<file path="src/rtl/gpio_pin_ctrl.sv">
// gpio_pin_ctrl: parametrised GPIO pin core.
//
// Sits between the pad ring and a register-file wrapper. Provides, per pin:
//   - input synchroniser (SyncStages deep, 0 = sample the pad directly)
//   - glitch filter with a shared runtime threshold
//   - masked writes to the output and output-enable registers
//   - push-pull or open-drain pad drive
//   - rise / fall / high / low interrupt detection with sticky, clearable state
// plus one registered, aggregated interrupt.
//
// Ports:
//   clk_i, rst_i          clock, synchronous active-high reset
//   gpio_i                pad inputs (asynchronous)
//   gpio_o, gpio_en_o     pad output data / output enables
//   filter_en_i           per-pin filter enable
//   filter_thresh_i       shared filter threshold
//   out_we_i/_mask_i/_data_i  masked write to the output register
//   oe_we_i/_mask_i/_data_i   masked write to the output-enable register
//   od_en_i               per-pin open-drain mode
//   intr_{rise,fall,high,low}_en_i  per-pin event enables
//   intr_enable_i         per-pin contribution to intr_o
//   intr_clear_i          write-1-to-clear pulses for interrupt state
//   intr_test_i           pulses that set interrupt state
//   data_in_o             filtered input value
//   out_q_o, oe_q_o       register readback
//   intr_state_o          sticky interrupt state
//   intr_o                aggregated interrupt, registered
module gpio_pin_ctrl #(
   parameter int unsigned NumPins    = 32,
   parameter int unsigned CntWidth   = 4,
   parameter int unsigned SyncStages = 2
) (
   input  logic                clk_i,
   input  logic                rst_i,
   input  logic [NumPins-1:0]  gpio_i,
   output logic [NumPins-1:0]  gpio_o,
   output logic [NumPins-1:0]  gpio_en_o,
   input  logic [NumPins-1:0]  filter_en_i,
   input  logic [CntWidth-1:0] filter_thresh_i,
   input  logic                out_we_i,
   input  logic [NumPins-1:0]  out_mask_i,
   input  logic [NumPins-1:0]  out_data_i,
   input  logic                oe_we_i,
   input  logic [NumPins-1:0]  oe_mask_i,
   input  logic [NumPins-1:0]  oe_data_i,
   input  logic [NumPins-1:0]  od_en_i,
   input  logic [NumPins-1:0]  intr_rise_en_i,
   input  logic [NumPins-1:0]  intr_fall_en_i,
   input  logic [NumPins-1:0]  intr_high_en_i,
   input  logic [NumPins-1:0]  intr_low_en_i,
   input  logic [NumPins-1:0]  intr_enable_i,
   input  logic [NumPins-1:0]  intr_clear_i,
   input  logic [NumPins-1:0]  intr_test_i,
   output logic [NumPins-1:0]  data_in_o,
   output logic [NumPins-1:0]  out_q_o,
   output logic [NumPins-1:0]  oe_q_o,
   output logic [NumPins-1:0]  intr_state_o,
   output logic                intr_o
);

   // ---------------------------------------------------------------------------
   // Input synchroniser
   // ---------------------------------------------------------------------------
   logic [NumPins-1:0] sync_s;

   if (SyncStages == 0) begin : g_no_sync
      assign sync_s = gpio_i;
   end else begin : g_sync
      logic [NumPins-1:0] sync_q [SyncStages];

      always_ff @(posedge clk_i) begin
         if (rst_i) begin
            for (int unsigned k = 0; k < SyncStages; k++) begin
               sync_q[k] <= '0;
            end
         end else begin
            sync_q[0] <= gpio_i;
            for (int unsigned k = 1; k < SyncStages; k++) begin
               sync_q[k] <= sync_q[k-1];
            end
         end
      end

      assign sync_s = sync_q[SyncStages-1];
   end

   // ---------------------------------------------------------------------------
   // Glitch filter: the output follows the candidate only once the candidate has
   // been seen on threshold+1 consecutive further samples.
   // ---------------------------------------------------------------------------
   logic [NumPins-1:0] data_in;

   for (genvar i = 0; i < NumPins; i++) begin : g_filt
      logic                cand_q;
      logic                filt_q;
      logic [CntWidth-1:0] cnt_q;

      always_ff @(posedge clk_i) begin
         if (rst_i) begin
            cand_q <= 1'b0;
            filt_q <= 1'b0;
            cnt_q  <= '0;
         end else if (!filter_en_i[i]) begin
            filt_q <= sync_s[i];
            cand_q <= sync_s[i];
            cnt_q  <= '0;
         end else if (sync_s[i] != cand_q) begin
            cand_q <= sync_s[i];
            cnt_q  <= '0;
         end else if (cnt_q < filter_thresh_i) begin
            // Ordered compare so a threshold lowered below cnt counts as reached.
            cnt_q <= cnt_q + 1'b1;
         end else begin
            filt_q <= cand_q;
         end
      end

      assign data_in[i] = filt_q;
   end

   assign data_in_o = data_in;

   // ---------------------------------------------------------------------------
   // Output / output-enable registers and interrupt state
   // ---------------------------------------------------------------------------
   logic [NumPins-1:0] out_q, out_d;
   logic [NumPins-1:0] oe_q, oe_d;
   logic [NumPins-1:0] prev_q;
   logic [NumPins-1:0] intr_state_q, intr_state_d;
   logic               intr_q, intr_d;
   logic [NumPins-1:0] ev;

   always_comb begin
      out_d = out_q;
      if (out_we_i) begin
         out_d = (out_mask_i & out_data_i) | (~out_mask_i & out_q);
      end

      oe_d = oe_q;
      if (oe_we_i) begin
         oe_d = (oe_mask_i & oe_data_i) | (~oe_mask_i & oe_q);
      end

      ev = (~prev_q &  data_in & intr_rise_en_i)
         | ( prev_q & ~data_in & intr_fall_en_i)
         | ( data_in & intr_high_en_i)
         | (~data_in & intr_low_en_i);

      // Set terms are ORed after the clear, so set wins over a same-cycle clear.
      intr_state_d = (intr_state_q & ~intr_clear_i) | ev | intr_test_i;
      intr_d       = |(intr_state_q & intr_enable_i);
   end

   always_ff @(posedge clk_i) begin
      if (rst_i) begin
         out_q        <= '0;
         oe_q         <= '0;
         prev_q       <= '0;
         intr_state_q <= '0;
         intr_q       <= 1'b0;
      end else begin
         out_q        <= out_d;
         oe_q         <= oe_d;
         prev_q       <= data_in;
         intr_state_q <= intr_state_d;
         intr_q       <= intr_d;
      end
   end

   // Open-drain pins never drive high: they drive 0 or release the pad.
   assign gpio_o    = out_q & ~od_en_i;
   assign gpio_en_o = oe_q & ~(od_en_i & out_q);

   assign out_q_o      = out_q;
   assign oe_q_o       = oe_q;
   assign intr_state_o = intr_state_q;
   assign intr_o       = intr_q;

endmodule

</file>
<file path="config.mk">
export PLATFORM = sky130hd
export DESIGN_NAME = gpio_pin_ctrl
export DESIGN_NICKNAME = d
export VERILOG_FILES = /design/src/rtl/gpio_pin_ctrl.sv
export SDC_FILE = /design/constraint.sdc
export NUM_CORES = 1
export LEC_CHECK = 0
export CORE_AREA = 2 2 255 257
export DETAILED_ROUTE_END_ITERATION = 10
export DIE_AREA = 0 0 257 259
export GPL_ROUTABILITY_DRIVEN = 0
export MAX_ROUTING_LAYER = met4
export SKIP_LAST_GASP = 1
export SLEW_MARGIN = 20
export SYNTH_ARGS = -nofsm -noshare
export SYNTH_HDL_FRONTEND = slang
export SYNTH_SLANG_ARGS = --single-unit
</file>
<file path="constraint.sdc">
create_clock -name clk_i -period 4.9 [get_ports clk_i]
set_clock_uncertainty 0.1 [all_clocks]
set_input_delay 0.735 -clock clk_i [delete_from_list [all_inputs] [get_ports clk_i]]
set_output_delay 0.735 -clock clk_i [all_outputs]
set_load 0.03 [all_outputs]
</file>
**After elaboration in Yosys (flattened, before gate mapping)**

Memories as Yosys holds them, arrays and structs flattened.
Index checks and enable logic that the tools add are counted.

- Register bits after elaboration: 321
- Bits in writable memories: 64
- Bits of input ports: 456
- Word-level logic and storage cells: 587
- Memories kept: 1

- Add/subtract/negate cells: 32
- Magnitude comparators: 32
- Eq/ne operators: 128
- Muxes and demuxes: 165
- Bitwise gates (word level): 63
- Reduce and logical (&&, ||, !) cells: 65

Memory list:

| memory | depth | bits a word | read ports | clocked after Yosys merged registers in | wr ports | RTL line | text |
|---|---|---|---|---|---|---|---|
| g_sync.sync_q | 2 | 32 | 2 | 0 | 2 | 69 | `logic [NumPins-1:0] sync_q [SyncStages];` |

Operators by type and width:

| kind | count |
|---|---|
| AND 32 bit | 15 |
| NOT 32 bit | 7 |
| OR 32 bit | 7 |
| two-way mux 1 bit | 163 |
| adder 4 x 1 -> 4 bit, second input constant | 32 |
| < comparator 4 bit | 32 |
| != test 2 bit, second input constant | 64 |
| OR reduction 3 bit | 32 |
| two-way mux 32 bit | 2 |
| != test 2 x 1 -> 1 bit, second input constant | 32 |
| AND reduction 2 bit | 32 |
| != test 1 bit | 32 |
| NOT 1 bit | 32 |
| OR reduction 32 bit | 1 |
| OR 1 bit | 2 |

**Logic depth before layout (Yosys ltp)**

Gate-level depths: netlist of run 1.

- Depth in word-level cells: 8
- Depth in mapped cells: 6

**Least setup slack after synthesis of run 1**

Ideal clock, no wire load.

- Path type: input to register
- Start point: input filter_thresh_i[1]
- End point: register g_filt[27].filt_q
- Setup time: 122 ps
- Arrival: 2605 ps
- Data required time: 4678 ps
- Setup slack: 2073 ps
- Cell stages on the path: 5
- Buffers on the path: 0
- Cells stage by stage: inv_1 ha_1 a2111o_1 a31o_1 a221o_1

- Longest elaborated chain between the ends: 3

Ends and longest elaborated chain:

| what | RTL line | text |
|---|---|---|
| start, declared | 39 | `input logic [CntWidth-1:0] filter_thresh_i,` |
| < comparator 4 bit | 110 | `end else if (cnt_q < filter_thresh_i) begin` |
| != test 2 bit (no source line) | n/a |  |
| AND reduction 2 bit (no source line) | n/a |  |
| end signal, assigned | 104 | `filt_q <= sync_s[i];` |
| end signal, assigned | 114 | `filt_q <= cand_q;` |
| end, declared | 95 | `logic filt_q;` |

No other way between the ends.
A chain may end at the register's enable or synchronous reset.

**Worst setup path in the final report of run 1**

- Start point: input od_en_i[28]
- End point: output gpio_en_o[28]

- Longest elaborated chain between the ends: 3

Ends and longest elaborated chain:

| what | RTL line | text |
|---|---|---|
| start, declared | 46 | `input logic [NumPins-1:0] od_en_i,` |
| AND 32 bit | 172 | `assign gpio_en_o = oe_q & ~(od_en_i & out_q);` |
| NOT 32 bit | 172 |  |
| AND 32 bit | 172 |  |
| end, declared | 37 | `output logic [NumPins-1:0] gpio_en_o,` |

No other way between the ends.

==> flow_summary.toml, run 1 <==
[clock_network]
cts.sinks = 385
tritoncts = "done"
cts_hold_buf = 0
root_buffer = "clkbuf_16"
insertion_delay_ns = 0.59
cts_inserted_buffers = 46
cts.clk_slew.worst_paths_ns = 0.06
cts_resized = 0
cts_max_path_buffers = 3
cts_setup_buffers = 0
cts_max_level = 2

[timing]
fin_crit_sh_pct = 64.9
rsz0062_at_grt = "false"
hold_viol_final = 0
fin_tns_setup_ns = 0
relSlewSlack_pct = 25.0
period_minus_slack_ns = 3.18
clock.fmax_mhz = 314
setup_violations = 0
setup_slack_ns = 1.72
tightest_slew_ns = 1.12
slew_viol_final = 0

[logic_synthesis]
ys_warn_count = 0
synthCells = 2344
synthAdderAreaFrac_pct = 8.12
ys_types = 39
synth_compound_area_share_pct = 21.0
synthSimpleGateAreaFrac_pct = 20.3
ys_seq_area_share_pct = 39.1
synth_xor_area_share_pct = 1.42
synth_area_um2 = 19700
avgSynthCellArea_um2 = 8.41
ys_ff_latch = 385
syn_nets = 2928
synthMuxAreaShare_pct = 4.68
synth_top_family_by_area = "compound AO/OA/AOI/OAI gates"

[min_path]
holdPathEnd = "g_sync.sync_q[0][53]"
min_from = "g_sync.sync_q[0][21]"
hp-class = "register to register"
holdPathStages = 1

[detailed_routing]
remaining_drc_errors = 0
viasPerCell = 4.95
dr.first_iter.drc_count = 964
wire_per_inst_um = 18.7
wl_um = 72400
drt.antenna.violating_nets = 0
vias = 19200
drtPass1Iterations = 5

[placement]
hpwl_um = 57000
dp_slack_ns = 1.38
port_buffers = 648
placed_cells = 3771

[layout]
fin_nets = 3548
drive_gt1_share_pct = 4.07
layout_commonest_cell = "clkdlybuf4s50_1"
area_delta_synth_final_pct = 44.6
mostFrequentLayoutCells = "clkdlybuf4s50_1 (644), dfxtp_1 (385), a21oi_1 (263)"
final_cells = 3869

[global_route]
grt-busiest-layer = "met2"
globalRouteMet3Util_pct = 4.70
grt_pass1_vias = 18800
grt_max_degree = 117
antenna_found_initial = 14
grt_usage_pct = 21.5
overflow = 0
met2_usage_pct = 38.1
grtUsageMet1_pct = 22.1
grt_pass1_wl_um = 108000

[power]
switchingPower_mw = 2.19
leakagePower_nw = 11.5
switching_share_pct = 26.4
ir_drop_uv = 186
p_int_mw = 6.11
sequentialPowerShare_pct = 40.7
combinationalPowerShare_pct = 16.0
powerDensity_nw_per_um2 = 291
pwr-share-clk_pct = 43.3

[critical_path]
start_kind = "primary input"
r2r-start = "intr_state_o[0]"
endpoint_kind = "output port"
worstSetupPathType = "primary input to output port"
path_max_fanout = 2
rr_worst_depth = 4
rrSetupSlack_ns = 2.84
reg2reg_to = "intr_o"
arrival_ns = 2.35
crit_required_ns = 4.07

[die]
die_y_um = 259
boundaryPins = 649
num_rows = 93
core-area_um2 = 63900
die_area_um2 = 66600
dieWidth_um = 257
initial_core_util_pct = 30.9

[run]
drv_cap = 0

[outcome]
status = "finished, final reports clean"
## cell usage after synthesis (all sizes together)
master  number  share of area, %
o22ai       25              0.79
nand2      219               4.2
or3         24              0.76
buf         50               1.6
a211oi      31               1.2
nor3        38              0.96
a41oi        1             0.044
nand2b      65               2.1
inv        166               3.2
o31ai       26              0.99
a21oi      263               6.7
clkbuf      33              0.63
or2          7              0.22
a2111o       1             0.057
a21bo        1             0.051
and2         6              0.19
xor2        32               1.4
nor2        28              0.53
nor2b      192               6.1
a21o        70               2.7
o21a        55               2.1
mux2        25               1.4
nand4        5              0.16
o21ai      128               3.2
o211ai       6              0.23
ha         128               8.1
nand3      161               4.1
a31oi       30              0.95
a21boi      34               1.3
a221o        1             0.051
a31o         1             0.044
nor4         1             0.032
nor3b       26              0.99
a22oi       16              0.61
mux2i       64               3.2
dfxtp      385                39
## how the worst max path moves through the flow
stage               slack [ns]                from                   to
floorplan                 2.07  filter_thresh_i[1]    g_filt[27].filt_q
global placement          1.39  filter_thresh_i[2]    g_filt[27].filt_q
detailed placement        1.38  filter_thresh_i[2]  g_filt[17].cnt_q[3]
CTS                       1.71         od_en_i[28]        gpio_en_o[28]
global route              1.73         od_en_i[28]        gpio_en_o[28]
finish                    1.72         od_en_i[28]        gpio_en_o[28]
## final cells by class
| type | instances | area [um2] |
|---|---|---|
| tap | 855 | 1070 |
| timing repair buffer | 655 | 6540 |
| inverter | 166 | 623 |
| clock inverter | 13 | 186 |
| fill | 6093 | 35400 |
| multi-input combinational | 1710 | 10900 |
| antenna | 13 | 32.5 |
| sequential | 385 | 7710 |
| clock buffer | 72 | 1410 |
## metal layers
metal,up-vias,share of wire [%]
met3,142,6.4
met2,638,50
met5,-,0
li1,9494,-
met1,8888,38
met4,0,5.9
## cells by family (layout without fill, tap and decap cells)
logic type | count (synthesis) | in the layout
simple gates | 772 | 772
compound gates | 689 | 689
flops | 385 | 385
buf+inv | 249 | 906
fa+ha+maj | 128 | 128
mux | 89 | 89
xor+xnor | 32 | 32
other cells | 0 | 13
## metrics by stage
stage | hold slack [ns] | total power [mW] | area, um2 | utilization [%]
5_1_grt | 0.351 | 8.66 | 28500 | 44.6
2_1_floorplan | 0.314 | 4.03 | 19700 | -
3_5_place_dp | 0.320 | 4.78 | 26900 | 42.1
3_3_place_gp | 0.317 | 4.75 | 26900 | 42.1
4_1_cts | 0.330 | 8.42 | 28500 | 44.6
6_report | 0.331 | 8.30 | 28500 | 44.6
## power by group through the flow
stage               logic [mW]  clock network (mW)  registers [mW]
detailed placement        1.34                   0            3.44
floorplan                0.555                   0            3.48
global placement          1.31                   0            3.44
CTS                       1.34                3.70            3.38
global route              1.44                3.83            3.39
finish                    1.33                3.59            3.38
## critical path, cell delays in order
cell and delay, ns:
clkdlybuf4s50_1 0.43, a21boi_0 0.39, clkdlybuf4s50_1 0.78
Power figures use the tool's default switching activity.
==> run 2: changes to the inputs <==
==> constraint.sdc (replaced) <==
create_clock -name clk_i -period 2.75 [get_ports clk_i]
set_clock_uncertainty 0.1 [all_clocks]
set_input_delay 0.4125 -clock clk_i [delete_from_list [all_inputs] [get_ports clk_i]]
set_output_delay 0.4125 -clock clk_i [all_outputs]
set_load 0.03 [all_outputs]
==> flow_summary.toml, run 2 (synthesized netlist as in run 1, its figures left out) <==
[min_path]
hp-class = "primary input to register"
holdPathStages = 4

[layout]
area_delta_synth_final_pct = 46.0
final_util_pct = 45.1
final_cells = 3900
design_area_um2 = 28800
layout_commonest_cell = "clkdlybuf4s50_1"
seqCellArea_um2 = 7710
final.fill_count = 6099
fin_nets = 3581
drive_gt1_share_pct = 5.08
multi_input_area_um2 = 10900
mostFrequentLayoutCells = "clkdlybuf4s50_1 (644), dfxtp_1 (385), a21oi_1 (263)"

[critical_path]
cp_num_cells = 2
start_kind = "register"
crit_required_ns = 2.24
cpPeakStageDelay_ns = 0.77
worstSetupPathType = "register to output port"
rr_worst_depth = 5
path_buf_inv = 1
critPathTopFamily = "buffers and inverters"
crit_chain = "a21boi_0 > clkdlybuf4s50_1"
critical_path.slowest_cell = "clkdlybuf4s50_1"
endpoint_kind = "output port"
path_max_fanout = 4
arrival_ns = 2.07

[global_route]
grt_pass1_vias = 19100
met2_usage_pct = 39.5
overflow = 0
grt_max_degree = 65
grt_usage_pct = 22.0
grt_pass1_wl_um = 110000
grtUsageMet1_pct = 22.1
globalRouteMet3Util_pct = 4.99
antenna_found_initial = 17
grt-busiest-layer = "met2"

[timing]
tightest_slew_ns = 0.672
clock.fmax_mhz = 388
period_minus_slack_ns = 2.58
rsz0062_at_grt = "false"
relSlewSlack_pct = 55.2
fin_crit_sh_pct = 93.8
setup_violations = 0
slew_viol_final = 0
fin_tns_setup_ns = 0
hold_viol_final = 0

[clock_network]
root_buffer = "clkbuf_16"
cts_resized = 0
cts_max_path_buffers = 3
cts_max_level = 2
cts_setup_buffers = 0
tritoncts = "done"
cts_inserted_buffers = 46
cts_hold_buf = 0
cts.clk_slew.worst_paths_ns = 0.06
insertion_delay_ns = 0.59
cts.sinks = 385

[run]
drv_cap = 0

[power]
total_power_mw = 14.7
ir_drop_uv = 429
leakagePower_nw = 11.7
powerDensity_nw_per_um2 = 512

[outcome]
status = "finished, final reports clean"

[detailed_routing]
wire_per_inst_um = 19.0
remaining_drc_errors = 0
dr.first_iter.drc_count = 751
viasPerCell = 4.95
drtPass1Iterations = 5
drt.antenna.violating_nets = 0
vias = 19300
wl_um = 74000

[placement]
hpwl_um = 59900
port_buffers = 648
placed_area_um2 = 27200
placed_cells = 3804

[die]
die_area_um2 = 66600
dieWidth_um = 257
num_rows = 93
boundaryPins = 649
die_y_um = 259
core-area_um2 = 63900
initial_core_util_pct = 30.9
run 2: cell types whose count changed in the layout (fill, tap and decap cells not counted), sizes merged:
cell / change
inv: -2
buf: +33
diode: -1
clkbuf: -1
clkinv: +3
bufinv: -1
run 2: area by class of cell:
class / count / share of cell area (%)
sequential: 385 / 26.8
clock buffer: 71 / 4.85
clock inverter: 13 / 0.574
multi-input combinational: 1710 / 38.0
timing repair buffer: 688 / 23.8
antenna: 12 / 0.104
tap: 855 / 3.72
inverter: 166 / 2.17
run 2: final timing paths:
check                                          start  slack [ns]                   end
worst max-delay path                        register        0.17         gpio_en_o[24]
worst min-delay path                        out_we_i        0.13              register
worst max register to register   g_filt[27].cnt_q[1]        0.94   g_filt[27].cnt_q[2]
worst min register to register  g_sync.sync_q[0][12]        0.33  g_sync.sync_q[0][44]
run 2: through the flow:
step | hold WS (ns) | setup slack, ns
3_5_place_dp | 0.322 | 0.0763
3_3_place_gp | 0.319 | 0.0965
6_report | 0.128 | 0.170
4_1_cts | 0.0920 | 0.0967
5_1_grt | 0.110 | 0.0671
2_1_floorplan | 0.314 | 0.245
run 2: worst min-delay path, stage by stage:
cell and delay [ns]:
buf_2 0.15, nand2_1 0.06, nand2_1 0.05, a21oi_1 0.06
run 2: report_power, final:
group,total (mW),internal (mW),switching [mW]
registers,6.01,5.78,0.230
logic,2.44,1.24,1.19
clock network,6.28,3.77,2.51
total,14.7,10.8,3.93
run 2: routing by layer:
| metal | up-vias | share of wire [%] |
|---|---|---|
| met5 | - | 0 |
| li1 | 9551 | - |
| met3 | 153 | 6.3 |
| met1 | 8994 | 38 |
| met2 | 613 | 50 |
| met4 | 0 | 5.9 |
